<file path="src/rtl/mc_control_unit_hs.sv">
// Multi-cycle RV32I(+M) control FSM. Fetch and data accesses wait on ready handshakes, each wait
// is bounded by a timeout, and any fault parks the core in a sticky trap state.
//
// state    | meaning
// FETCH    | wait for imemReady, then load IR and advance PC
// DECODE   | classify instrCode, pick the execute state or trap
// R_EXE    | register-register ALU op and write-back
// I_EXE    | register-immediate ALU op and write-back
// B_EXE    | branch compare and PC select
// LU_EXE   | LUI write-back
// AU_EXE   | AUIPC write-back
// J_EXE    | JAL: write PC+4, jump
// JL_EXE   | JALR: write PC+4, jump to register target
// S_EXE    | store address compute
// S_MEM    | hold busWe until busReady
// L_EXE    | load address compute
// L_MEM    | hold busRe until busReady
// L_WB     | write loaded data back
// MDU_EXE  | issue one mduStart pulse
// MDU_WAIT | wait for mduDone and write the MDU result back
// TRAP     | halted until reset
module mc_control_unit_hs #(
  parameter int EN_MEXT     = 1,
  parameter int MEM_TIMEOUT = 16,
  parameter int TO_W        = 5
) (
  input  logic        clk,
  input  logic        reset_n,
  input  logic [31:0] instrCode,
  input  logic        imemReady,
  input  logic        busReady,
  input  logic        mduDone,
  output logic        PCEn,
  output logic        irWe,
  output logic        regFileWe,
  output logic [3:0]  aluControl,
  output logic        aluSrcMuxSel,
  output logic        busRe,
  output logic        busWe,
  output logic [2:0]  RFWDSrcMuxSel,
  output logic        branch,
  output logic        jal,
  output logic        jalr,
  output logic [1:0]  memSize,
  output logic        memUnsigned,
  output logic        mduStart,
  output logic        trap,
  output logic [1:0]  trapCause
);

  typedef enum logic [4:0] {
    FETCH, DECODE, R_EXE, I_EXE, B_EXE, LU_EXE, AU_EXE, J_EXE, JL_EXE,
    S_EXE, S_MEM, L_EXE, L_MEM, L_WB, MDU_EXE, MDU_WAIT, TRAP
  } state_t;

  localparam logic [TO_W-1:0] LIMIT = TO_W'(MEM_TIMEOUT - 1);
  localparam logic            MEXT  = (EN_MEXT != 0);

  state_t          state, state_d;
  logic [TO_W-1:0] cnt;
  logic [1:0]      cause, cause_d;

  logic [6:0] opcode, funct7;
  logic [2:0] funct3;
  logic       unused_instr;

  assign opcode       = instrCode[6:0];
  assign funct3       = instrCode[14:12];
  assign funct7       = instrCode[31:25];
  assign unused_instr = ^{instrCode[24:15], instrCode[11:7]};

  // Counter restarts on every state change, so each wait state sees a fresh budget.
  always_ff @(posedge clk or negedge reset_n) begin
    if (!reset_n) begin
      state <= FETCH;
      cnt   <= '0;
      cause <= 2'b00;
    end else begin
      state <= state_d;
      cause <= cause_d;
      if (state_d != state)
        cnt <= '0;
      else if (state == FETCH || state == S_MEM || state == L_MEM)
        cnt <= cnt + 1'b1;
    end
  end

  always_comb begin
    state_d = state;
    cause_d = cause;
    case (state)
      FETCH: begin
        if (imemReady) state_d = DECODE;
        else if (cnt == LIMIT) begin
          state_d = TRAP;
          cause_d = 2'b10;
        end
      end
      DECODE: begin
        state_d = TRAP;
        cause_d = 2'b01;
        case (opcode)
          7'b0110011: begin
            if (funct7 == 7'b0000000 || funct7 == 7'b0100000) state_d = R_EXE;
            else if (funct7 == 7'b0000001 && MEXT) state_d = MDU_EXE;
          end
          7'b0010011: state_d = I_EXE;
          7'b1100011: state_d = B_EXE;
          7'b0110111: state_d = LU_EXE;
          7'b0010111: state_d = AU_EXE;
          7'b1101111: state_d = J_EXE;
          7'b1100111: state_d = JL_EXE;
          7'b0100011: if (funct3 < 3'b011) state_d = S_EXE;
          7'b0000011: if (funct3 != 3'b011 && funct3 != 3'b110 && funct3 != 3'b111) state_d = L_EXE;
          default: state_d = TRAP;
        endcase
        if (state_d != TRAP) cause_d = cause;
      end
      R_EXE, I_EXE, B_EXE, LU_EXE, AU_EXE, J_EXE, JL_EXE: state_d = FETCH;
      S_EXE: state_d = S_MEM;
      L_EXE: state_d = L_MEM;
      S_MEM, L_MEM: begin
        if (busReady) state_d = (state == S_MEM) ? FETCH : L_WB;
        else if (cnt == LIMIT) begin
          state_d = TRAP;
          cause_d = 2'b11;
        end
      end
      L_WB:     state_d = FETCH;
      MDU_EXE:  state_d = MDU_WAIT;
      MDU_WAIT: if (mduDone) state_d = FETCH;
      TRAP:     state_d = TRAP;
      default:  state_d = FETCH;
    endcase
  end

  always_comb begin
    PCEn          = 1'b0;
    irWe          = 1'b0;
    regFileWe     = 1'b0;
    aluControl    = 4'b0000;
    aluSrcMuxSel  = 1'b0;
    busRe         = 1'b0;
    busWe         = 1'b0;
    RFWDSrcMuxSel = 3'b000;
    branch        = 1'b0;
    jal           = 1'b0;
    jalr          = 1'b0;
    memSize       = 2'b10;
    memUnsigned   = 1'b0;
    mduStart      = 1'b0;
    trap          = 1'b0;
    trapCause     = cause;
    case (state)
      FETCH: begin
        PCEn = imemReady;
        irWe = imemReady;
      end
      R_EXE: begin
        regFileWe  = 1'b1;
        aluControl = {instrCode[30], funct3};
      end
      I_EXE: begin
        regFileWe    = 1'b1;
        aluSrcMuxSel = 1'b1;
        aluControl   = (funct3 == 3'b101) ? {instrCode[30], funct3} : {1'b0, funct3};
      end
      B_EXE: begin
        branch     = 1'b1;
        aluControl = {1'b0, funct3};
      end
      LU_EXE: begin
        regFileWe     = 1'b1;
        RFWDSrcMuxSel = 3'b010;
      end
      AU_EXE: begin
        regFileWe     = 1'b1;
        RFWDSrcMuxSel = 3'b011;
      end
      J_EXE, JL_EXE: begin
        regFileWe     = 1'b1;
        RFWDSrcMuxSel = 3'b100;
        jal           = 1'b1;
        jalr          = (state == JL_EXE);
      end
      S_EXE, S_MEM, L_EXE, L_MEM, L_WB: begin
        aluSrcMuxSel = 1'b1;
        memSize      = funct3[1:0];
        memUnsigned  = funct3[2];
        busWe        = (state == S_MEM);
        busRe        = (state == L_MEM);
        if (state == L_WB) begin
          regFileWe     = 1'b1;
          RFWDSrcMuxSel = 3'b001;
        end
      end
      MDU_EXE: mduStart = 1'b1;
      MDU_WAIT: begin
        RFWDSrcMuxSel = 3'b101;
        regFileWe     = mduDone;
      end
      TRAP: trap = 1'b1;
      default: ;
    endcase
  end

endmodule

</file>
<file path="config.mk">
export PLATFORM = sky130hd
export DESIGN_NAME = mc_control_unit_hs
export DESIGN_NICKNAME = d
export VERILOG_FILES = /design/src/rtl/mc_control_unit_hs.sv
export SDC_FILE = /design/constraint.sdc
export NUM_CORES = 1
export LEC_CHECK = 0
export BUFFER_PORTS_ARGS = -buffer_cell sky130_fd_sc_hd__buf_2
export CAP_MARGIN = 25
export CORE_MARGIN = 3
export CORE_UTILIZATION = 52
export DETAILED_ROUTE_END_ITERATION = 8
export PLACE_DENSITY = 0.82
export SYNTH_ARGS = -nofsm -noshare
export SYNTH_HDL_FRONTEND = slang
export SYNTH_SLANG_ARGS = --single-unit
</file>
<file path="constraint.sdc">
create_clock -name clk -period 2.8 [get_ports clk]
set_input_delay 0.56 -clock clk [delete_from_list [all_inputs] [get_ports clk]]
set_output_delay 0.56 -clock clk [all_outputs]
set_load 0.005 [all_outputs]
</file>
After elaboration in Yosys (flattened, before gate mapping):

Index checks and enable logic that the tools add are counted.

* bits of input ports: 37
* register bits: 12
* word-level logic and storage cells: 96
* output and inout port bits: 23

* multiplexer cells: 37
* equality and inequality tests: 39
* order comparisons: 1
* add/subtract/negate cells: 1
* reductions and logical operators: 15

Operator list (number)
* 5-bit 2-to-1 mux: 11
* 5-bit by 4-bit == test with 1-bit output (second input constant): 9
* 5-bit one-hot mux with 9 select lines: 1
* 5-bit one-hot mux with 8 select lines: 1
* 7-bit by 6-bit == test with 1-bit output (second input constant): 4
* 7-bit == test (second input constant): 3
* 5-bit by 3-bit == test with 1-bit output (second input constant): 4
* 3-bit one-hot mux with 5 select lines: 1
* 7-bit by 5-bit == test with 1-bit output (second input constant): 2
* 1-bit 2-to-1 mux: 12
* 2-bit 2-to-1 mux: 6
* 4-bit one-hot mux with 3 select lines: 1
* 6-bit OR reduction: 2
* 5-bit by 2-bit == test with 1-bit output (second input constant): 2
* 4-bit 2-to-1 mux: 2
* 2-bit inequality test (second input constant): 4
* 7-bit by 1-bit == test with 1-bit output (second input constant): 1
* 7-bit by 2-bit == test with 1-bit output (second input constant): 1
* 7-bit logical NOT: 1
* 3-bit inequality test (second input constant): 2
* 2-bit one-hot mux with 3 select lines: 1
* 6-bit AND reduction: 1
* 5-bit by 1-bit adder with 5-bit output (second input constant): 1
* 5-bit by 1-bit == test with 1-bit output (second input constant): 1
* 15 further kinds: 19

Longest topological paths before layout:

Gate-level depths: netlist (run 1).

* depth after elaboration: 9
* depth in mapped cells: 9
* mapped depth without buffers: 9

Worst setup path before layout (run 1):

Ideal clock, no wire load.

* path type: register -> output
* from: register state[1]
* to: output port regFileWe
* path slack: 0.795 ns
* arrival: 1.445 ns
* buffers on the path: 3
* required time: 2.240 ns
* stages on the path, launching flop included: 6
* path through: dfrtp_1 buf_4 clkbuf_1 buf_1 or3_1 a31oi_1

* cells in the longest elaborated chain, start to end: 3
* elaborated cells on any way between the ends: 16
* those cells by class: eq/ne: 12; mux: 2; reduce/logical: 2

Ends and longest elaborated chain
* start, declared: line 59 `state_t state, state_d;`
* start signal, assigned: line 79 `state <= state_d;`
* 5-bit by 4-bit == test with 1-bit output (tied with other cells): line 154 `case (state)`
* 6-bit OR reduction (no source line) (tied with other cells)
* 1-bit one-hot mux with 3 select lines *: line 154
* end, declared: line 35 `output logic regFileWe,`

Mark *: on every way between the ends. The rest lies on a longest branch, timed or not.

Final worst setup path (run 1):

* from: register state[1]
* to: output port aluControl[1]

* cells in the longest elaborated chain, start to end: 2
* elaborated cells on any way between the ends: 4
* those cells by class: eq/ne: 3; mux: 1

Ends and longest elaborated chain
* 5-bit by 3-bit == test with 1-bit output / 5-bit by 2-bit == test with 1-bit output (equally long branches): line 154
* 4-bit one-hot mux with 3 select lines *: line 154
* end, declared: line 36 `output logic [3:0] aluControl,`

Marked as above.

==> flow_metrics.py, run 1 <==
metrics = {
    "outcome": {
        "status": "complete, no violations",
    },
    "synthesis": {
        "syn_avg_cell_area_um2": 7.65,
        "synth_top_area_share_pct": 20.8,
        "netlist_instances": 189,
        "dominantRegCellSynth": "dfrtp_1",
        "ys_seq_elements": 12,
        "yosys_warnings": 0,
        "syn_area_um2": 1450,
        "synthTopCellsByArea": "dfrtp_1 21%, nor2_1 4.4%, nand2b_1 4.3%, nor2b_1 3.5%, or3_1 3.5%",
        "yosysTopAreaCell": "dfrtp_1",
        "synth_nets": 228,
        "yosysSeqAreaShare_pct": 20.8,
        "async_reset_ff_share_pct": 100,
        "synth_edf_count": 0,
        "synth.distinct_cells": 58,
    },
    "drt": {
        "post_drt_via_cell_ratio": 5.94,
        "first_pass_iters": 4,
        "drt_iter0_markers": 84,
        "wl_um": 3550,
        "wl_per_cell_um": 13.7,
        "num_vias": 1538,
        "postRouteAntennaNets": 0,
        "drc_errors": 0,
    },
    "worst_hold_path": {
        "min_path_type": "in2async",
    },
    "sta": {
        "rsz0062_at_grt": "false",
        "timing.fmax_ghz": 0.402,
        "final-hold-violation-count": 0,
        "slew_violations": 0,
        "hold_ws_ns": 0.147,
        "maxSlewHeadroom_pct": 54.5,
        "worst_pin_slew_ns": 0.683,
        "setup_violations": 0,
        "layout_setup_ws_ns": 0.314,
        "period_needed_ns": 2.49,
        "fin_skew_ns": 0.00237,
        "fin_setup_tns_ns": 0,
        "finalCritPeriodShare_pct": 88.8,
    },
    "global_route": {
        "grt_pass1_vias": 1313,
        "grt_max_degree": 24,
        "grt.overflow.total": 0,
        "antenna_found_initial": 0,
        "grt_use_total_pct": 20.7,
        "grt_pass1_wl_um": 5660,
    },
    "clock_network": {
        "h-tree-depth": 1,
        "numCtsBuffers": 3,
        "cts_tree": "done",
        "clk_pin_slew_ns": 0.07,
        "cts.sinks": 12,
        "clock_latency_ns": 0.27,
        "cts_setup_buffers": 0,
        "cts_max_path_buffers": 2,
        "cts_root_buf": "clkbuf_4",
        "ctsHoldBuffers": 0,
        "ctsResizeCount": 0,
    },
    "setup_path": {
        "timing.rr.start": "state[2]$_DFF_PN0_",
        "cp.required_ns": 2.24,
        "crit_type": "reg2out",
        "path_max_fanout": 11,
        "cp_top_family": "simple AND/OR/NAND/NOR gates",
        "max_stage_delay_ns": 0.51,
        "endpoint_kind": "primary output",
        "critPathLaunchType": "flop",
        "r2r_slack_ns": 0.50,
        "reg2reg_depth": 6,
        "critical_path.slowest_cell": "dfrtp_1",
        "critPathArrivalTime_ns": 1.93,
        "r2r-end": "cnt[1]$_DFFE_PN0P_",
        "cp_num_buf_inv": 2,
        "path_cells": "buf_4, or3_1, nor2_1, a21oi_1, nor2b_1, buf_2",
    },
    "cells_and_area": {
        "drive_above_1_share_pct": 28.8,
        "antenna_cells": 0,
        "syn_to_final_growth_pct": 18.3,
        "finish.utilization_pct": 66.7,
        "fillers": 239,
        "final_area_um2": 1710,
        "nNetsFinal": 269,
    },
    "die": {
        "ios": 60,
        "die_x_um": 58.7,
        "core_area_um2": 2570,
        "die_area_um2": 3450,
        "initial_core_util_pct": 56.3,
        "die_y_um": 58.7,
        "rows": 18,
    },
    "placed_design": {
        "placed_area_um2": 1680,
        "hpwl_um": 2760,
        "gp_congestion": 0.891,
        "dpl_worst_slack_ns": 0.558,
        "numPortBuffers": 44,
    },
    "job": {
        "cap_viol_max_count": 0,
    },
    "pwr": {
        "ir_drop_mv": 0.359,
        "p_leak_nw": 0.764,
        "p_per_area_nw_per_um2": 451,
    },
}
==> flip-flops by register name, indices dropped and copies added (netlist names) <==
name and flops:
state 5, trapCause 2, cnt 5
==> worst max path at each step <==
stage                  startpoint            endpoint  slack [ns]  depth (start not counted)
2_1_floorplan  state[1]$_DFF_PN0_           regFileWe        0.79                          5
3_3_place_gp   state[2]$_DFF_PN0_  cnt[1]$_DFFE_PN0P_        0.56                          6
3_5_place_dp   state[2]$_DFF_PN0_  cnt[1]$_DFFE_PN0P_        0.56                          6
4_1_cts        state[1]$_DFF_PN0_       aluControl[1]        0.31                          6
5_1_grt        state[1]$_DFF_PN0_       aluControl[1]        0.13                          6
6_report       state[1]$_DFF_PN0_       aluControl[1]        0.31                          6
==> metrics by stage <==
stage                     std cells  power, mW
final                           259      0.772
after global routing            259      0.839
after CTS                       259      0.776
after detailed placement        255      0.632
after global placement          255      0.627
after floorplan                 189      0.523
==> kinds of logic after synthesis <==
kind of cell,share of synthesized area (%)
AOI/OAI and AO/OA,24.1
DFF,20.8
adders and majority gates,1.73
and+or+nand+nor,42.5
xor gates and xnor gates,3.63
muxes,1.38
buffers and inverters,5.88
==> cell type report <==
cell class / count / area [µm²] / share of cell area, %
tap: 30 / 37.5 / 2.19
timing repair buffer: 48 / 250 / 14.6
inverter: 7 / 26.3 / 1.54
clock buffer: 4 / 36.3 / 2.12
multi-input combinational: 158 / 1060 / 62.0
sequential: 12 / 300 / 17.5
==> metal layers <==
layer | up-vias | GRT usage [%] | routed length (µm)
met1 | 713 | 28.5 | 1670
met2 | 44 | 33.1 | 1640
met5 | - | 0 | 0
met4 | 0 | 8.41 | 46
met3 | 5 | 1.75 | 197
li1 | 776 | - | -
==> power by group <==
part           switching (mW)  total (mW)  internal, mW
clock network          0.0558       0.135        0.0790
logic                   0.237       0.406         0.169
registers              0.0323       0.231         0.199
total                   0.325       0.772         0.447
==> synth_stat cells, types with 2 or more instances <==
cell type / count
a21o_1: 4
a21oi_1: 9
a31oi_1: 3
and2_1: 3
and3_1: 3
buf_1: 2
buf_2: 2
buf_4: 3
clkbuf_1: 5
dfrtp_1: 12
ha_1: 2
inv_1: 7
mux2i_1: 2
nand2_1: 13
nand2b_1: 10
nand3_1: 9
nand3b_1: 4
nand4_1: 2
nor2_1: 17
nor2b_1: 8
nor3_1: 6
nor3b_1: 3
nor4_1: 3
o211ai_1: 4
o21ai_0: 8
o311ai_0: 2
or3_1: 8
xnor2_1: 5
==> cells in the final DEF, fill, tap and decap left out, types with 2 or more instances in the layout <==
cell type	count
nand3_1	9
inv_1	7
nand2b_1	10
nor2_1	17
and3_1	3
nor3_1	6
buf_4	4
mux2i_1	2
o211ai_1	4
dfrtp_1	12
nor3b_1	3
clkbuf_4	3
or3_1	8
nand3b_1	4
nor2b_1	8
o21ai_0	8
a21o_1	4
o311ai_0	2
nor4_1	3
xnor2_1	5
nand4_1	2
nand2_1	13
a31oi_1	3
ha_1	2
and2_1	3
a21oi_1	9
buf_2	44
(Power assumes the default switching activity.)
==> run 2, diff against run 1 <==
--- a/config.mk
+++ b/config.mk
@@ -8,9 +8,9 @@
 export BUFFER_PORTS_ARGS = -buffer_cell sky130_fd_sc_hd__buf_2
 export CAP_MARGIN = 25
 export CORE_MARGIN = 3
-export CORE_UTILIZATION = 52
+export CORE_UTILIZATION = 48
 export DETAILED_ROUTE_END_ITERATION = 8
-export PLACE_DENSITY = 0.82
+export PLACE_DENSITY = 0.76
 export SYNTH_ARGS = -nofsm -noshare
 export SYNTH_HDL_FRONTEND = slang
 export SYNTH_SLANG_ARGS = --single-unit
==> constraint.sdc (replaced) <==
create_clock -name clk -period 2.3 [get_ports clk]
set_input_delay 0.46 -clock clk [delete_from_list [all_inputs] [get_ports clk]]
set_output_delay 0.46 -clock clk [all_outputs]
set_load 0.005 [all_outputs]
==> run 2 against run 1 <==
Die area up 7.5%. Largest cell class unchanged. Sequential power up 30%. Clock skew grew 0.013 ns. Non-clock buffer count grew 10. Combinational power increased by 32%. Cell count up 4.2%. Register-to-register slack got worse by 0.33 ns. First-iteration DRC count is 55% higher.
==> flow_metrics.py, run 2 (synthesized netlist as in run 1, its figures left out) <==
metrics = {
    "placed_design": {
        "hpwl_um": 3010,
        "dpl_worst_slack_ns": 0.176,
        "gp_congestion": 0.886,
        "numPortBuffers": 44,
    },
    "drt": {
        "postRouteAntennaNets": 0,
        "post_drt_via_cell_ratio": 5.97,
        "num_vias": 1613,
        "wl_per_cell_um": 14.2,
        "wl_um": 3840,
        "drt_iter0_markers": 130,
        "drc_errors": 0,
        "first_pass_iters": 5,
    },
    "sta": {
        "finalCritPeriodShare_pct": 95.6,
        "maxSlewHeadroom_pct": 68.0,
        "fin_setup_tns_ns": 0,
        "worst_pin_slew_ns": 0.474,
        "rsz0062_at_grt": "false",
        "period_needed_ns": 2.20,
        "layout_setup_ws_ns": 0.101,
        "timing.fmax_ghz": 0.455,
        "slew_violations": 0,
        "setup_violations": 0,
        "fin_skew_ns": 0.0151,
        "final-hold-violation-count": 0,
    },
    "clock_network": {
        "h-tree-depth": 1,
        "cts_max_path_buffers": 2,
        "clk_pin_slew_ns": 0.09,
        "cts_root_buf": "clkbuf_4",
        "clock_latency_ns": 0.29,
        "cts.sinks": 12,
        "numCtsBuffers": 3,
        "cts_tree": "done",
    },
    "cells_and_area": {
        "final_cell_mix": "44 x buf_2, 15 x nor2_1, 14 x buf_4",
        "antenna_cells": 0,
        "fillers": 245,
        "syn_to_final_growth_pct": 24.7,
        "nNetsFinal": 279,
        "finish.utilization_pct": 64.3,
        "layout_commonest_cell": "buf_2",
        "drive_above_1_share_pct": 34.7,
    },
    "global_route": {
        "grt_use_total_pct": 20.9,
        "grt_pass1_vias": 1397,
        "grt.overflow.total": 0,
        "grt_pass1_wl_um": 6000,
        "antenna_found_initial": 0,
        "grt_max_degree": 14,
    },
    "die": {
        "die_y_um": 60.9,
        "ios": 60,
        "core_area_um2": 2810,
        "initial_core_util_pct": 51.6,
        "rows": 19,
        "die_x_um": 60.9,
        "die_area_um2": 3710,
    },
    "worst_hold_path": {
        "min_path_type": "in2async",
    },
    "pwr": {
        "p_per_area_nw_per_um2": 559,
        "p_leak_nw": 0.808,
        "ir_drop_mv": 0.503,
    },
    "setup_path": {
        "crit_type": "reg2out",
        "r2r_slack_ns": 0.17,
        "timing.rr.start": "cnt[0]$_DFFE_PN0P_",
        "critPathLaunchType": "flop",
        "cp.required_ns": 1.84,
        "reg2reg_depth": 9,
        "path_max_fanout": 7,
        "endpoint_kind": "primary output",
        "r2r-end": "cnt[1]$_DFFE_PN0P_",
        "crit_start": "state[0]$_DFF_PN0_",
        "critPathArrivalTime_ns": 1.74,
    },
    "outcome": {
        "status": "complete, no violations",
    },
    "job": {
        "cap_viol_max_count": 0,
    },
}
-- run 2: cell types whose count changed in the layout (fill, tap and decap cells not counted) --
| cell | previous run | this run |
|---|---|---|
| buf_4 | 4 | 14 |
| or3_4 | 0 | 1 |
| dfrtp_2 | 0 | 4 |
| or3_1 | 8 | 7 |
| nor2_2 | 0 | 2 |
| dfrtp_1 | 12 | 8 |
| nor2_1 | 17 | 15 |
-- run 2: area by class of cell --
class | count | area [µm²] | share of cell area, %
repair buffers | 58 | 325 | 18.0
flip-flops and latches | 12 | 305 | 16.9
well taps | 31 | 38.8 | 2.15
inverters | 7 | 26.3 | 1.46
clock buffers | 4 | 36.3 | 2.01
multi-input cells | 158 | 1070 | 59.4
-- run 2: worst max-delay path: stages (launching register included) --
cell	delay, ns
dfrtp_2	0.47
buf_4	0.18
or3_4	0.37
nor2_2	0.11
a21oi_1	0.08
nor2b_1	0.13
buf_2	0.12
-- run 2: metrics by stage --
stage	power, mW	std cells	instance area [µm²]	hold WS (ns)
6_report	1.01	270	1800	0.0336
5_1_grt	1.08	270	1800	0.0452
4_1_cts	0.971	267	1770	0.0480
3_5_place_dp	0.792	263	1730	0.358
3_3_place_gp	0.785	263	1730	0.352
2_1_floorplan	0.637	189	1450	0.164
-- run 2: routing by layer --
| metal | routed length (µm) | part of all wire, % | global-route usage, % | up-vias |
|---|---|---|---|---|
| li1 | - | - | - | 802 |
| met1 | 1720 | 45 | 29.0 | 744 |
| met2 | 1840 | 48 | 32.5 | 59 |
| met3 | 229 | 6.0 | 4.04 | 8 |
| met4 | 51 | 1.3 | 6.81 | 0 |
| met5 | 0 | 0 | 0 | - |
-- run 2: repair_timing --
| item | 4_1_cts | 5_1_grt |
|---|---|---|
| endpoints found under the hold margin | 0 | 0 |
| setup buffers | 0 | 3 |
| resized for setup | 0 | 7 |
| hold buffers | 0 | 0 |
| endpoints found under the setup margin | 0 | 7 |
-- run 2: worst max path at each step --
stage	to	slack, ns	cells after the start
6_report	aluControl[0]	0.10	6
5_1_grt	aluControl[1]	0.01	6
4_1_cts	aluControl[0]	0.01	6
3_5_place_dp	cnt[1]$_DFFE_PN0P_	0.18	9
3_3_place_gp	cnt[1]$_DFFE_PN0P_	0.20	9
2_1_floorplan	regFileWe	0.39	5
-- run 2: report_power, final --
part | internal [mW] | switching, mW
Clock | 0.0964 | 0.0771
Sequential | 0.243 | 0.0563
Combinational | 0.255 | 0.280
Total | 0.594 | 0.413
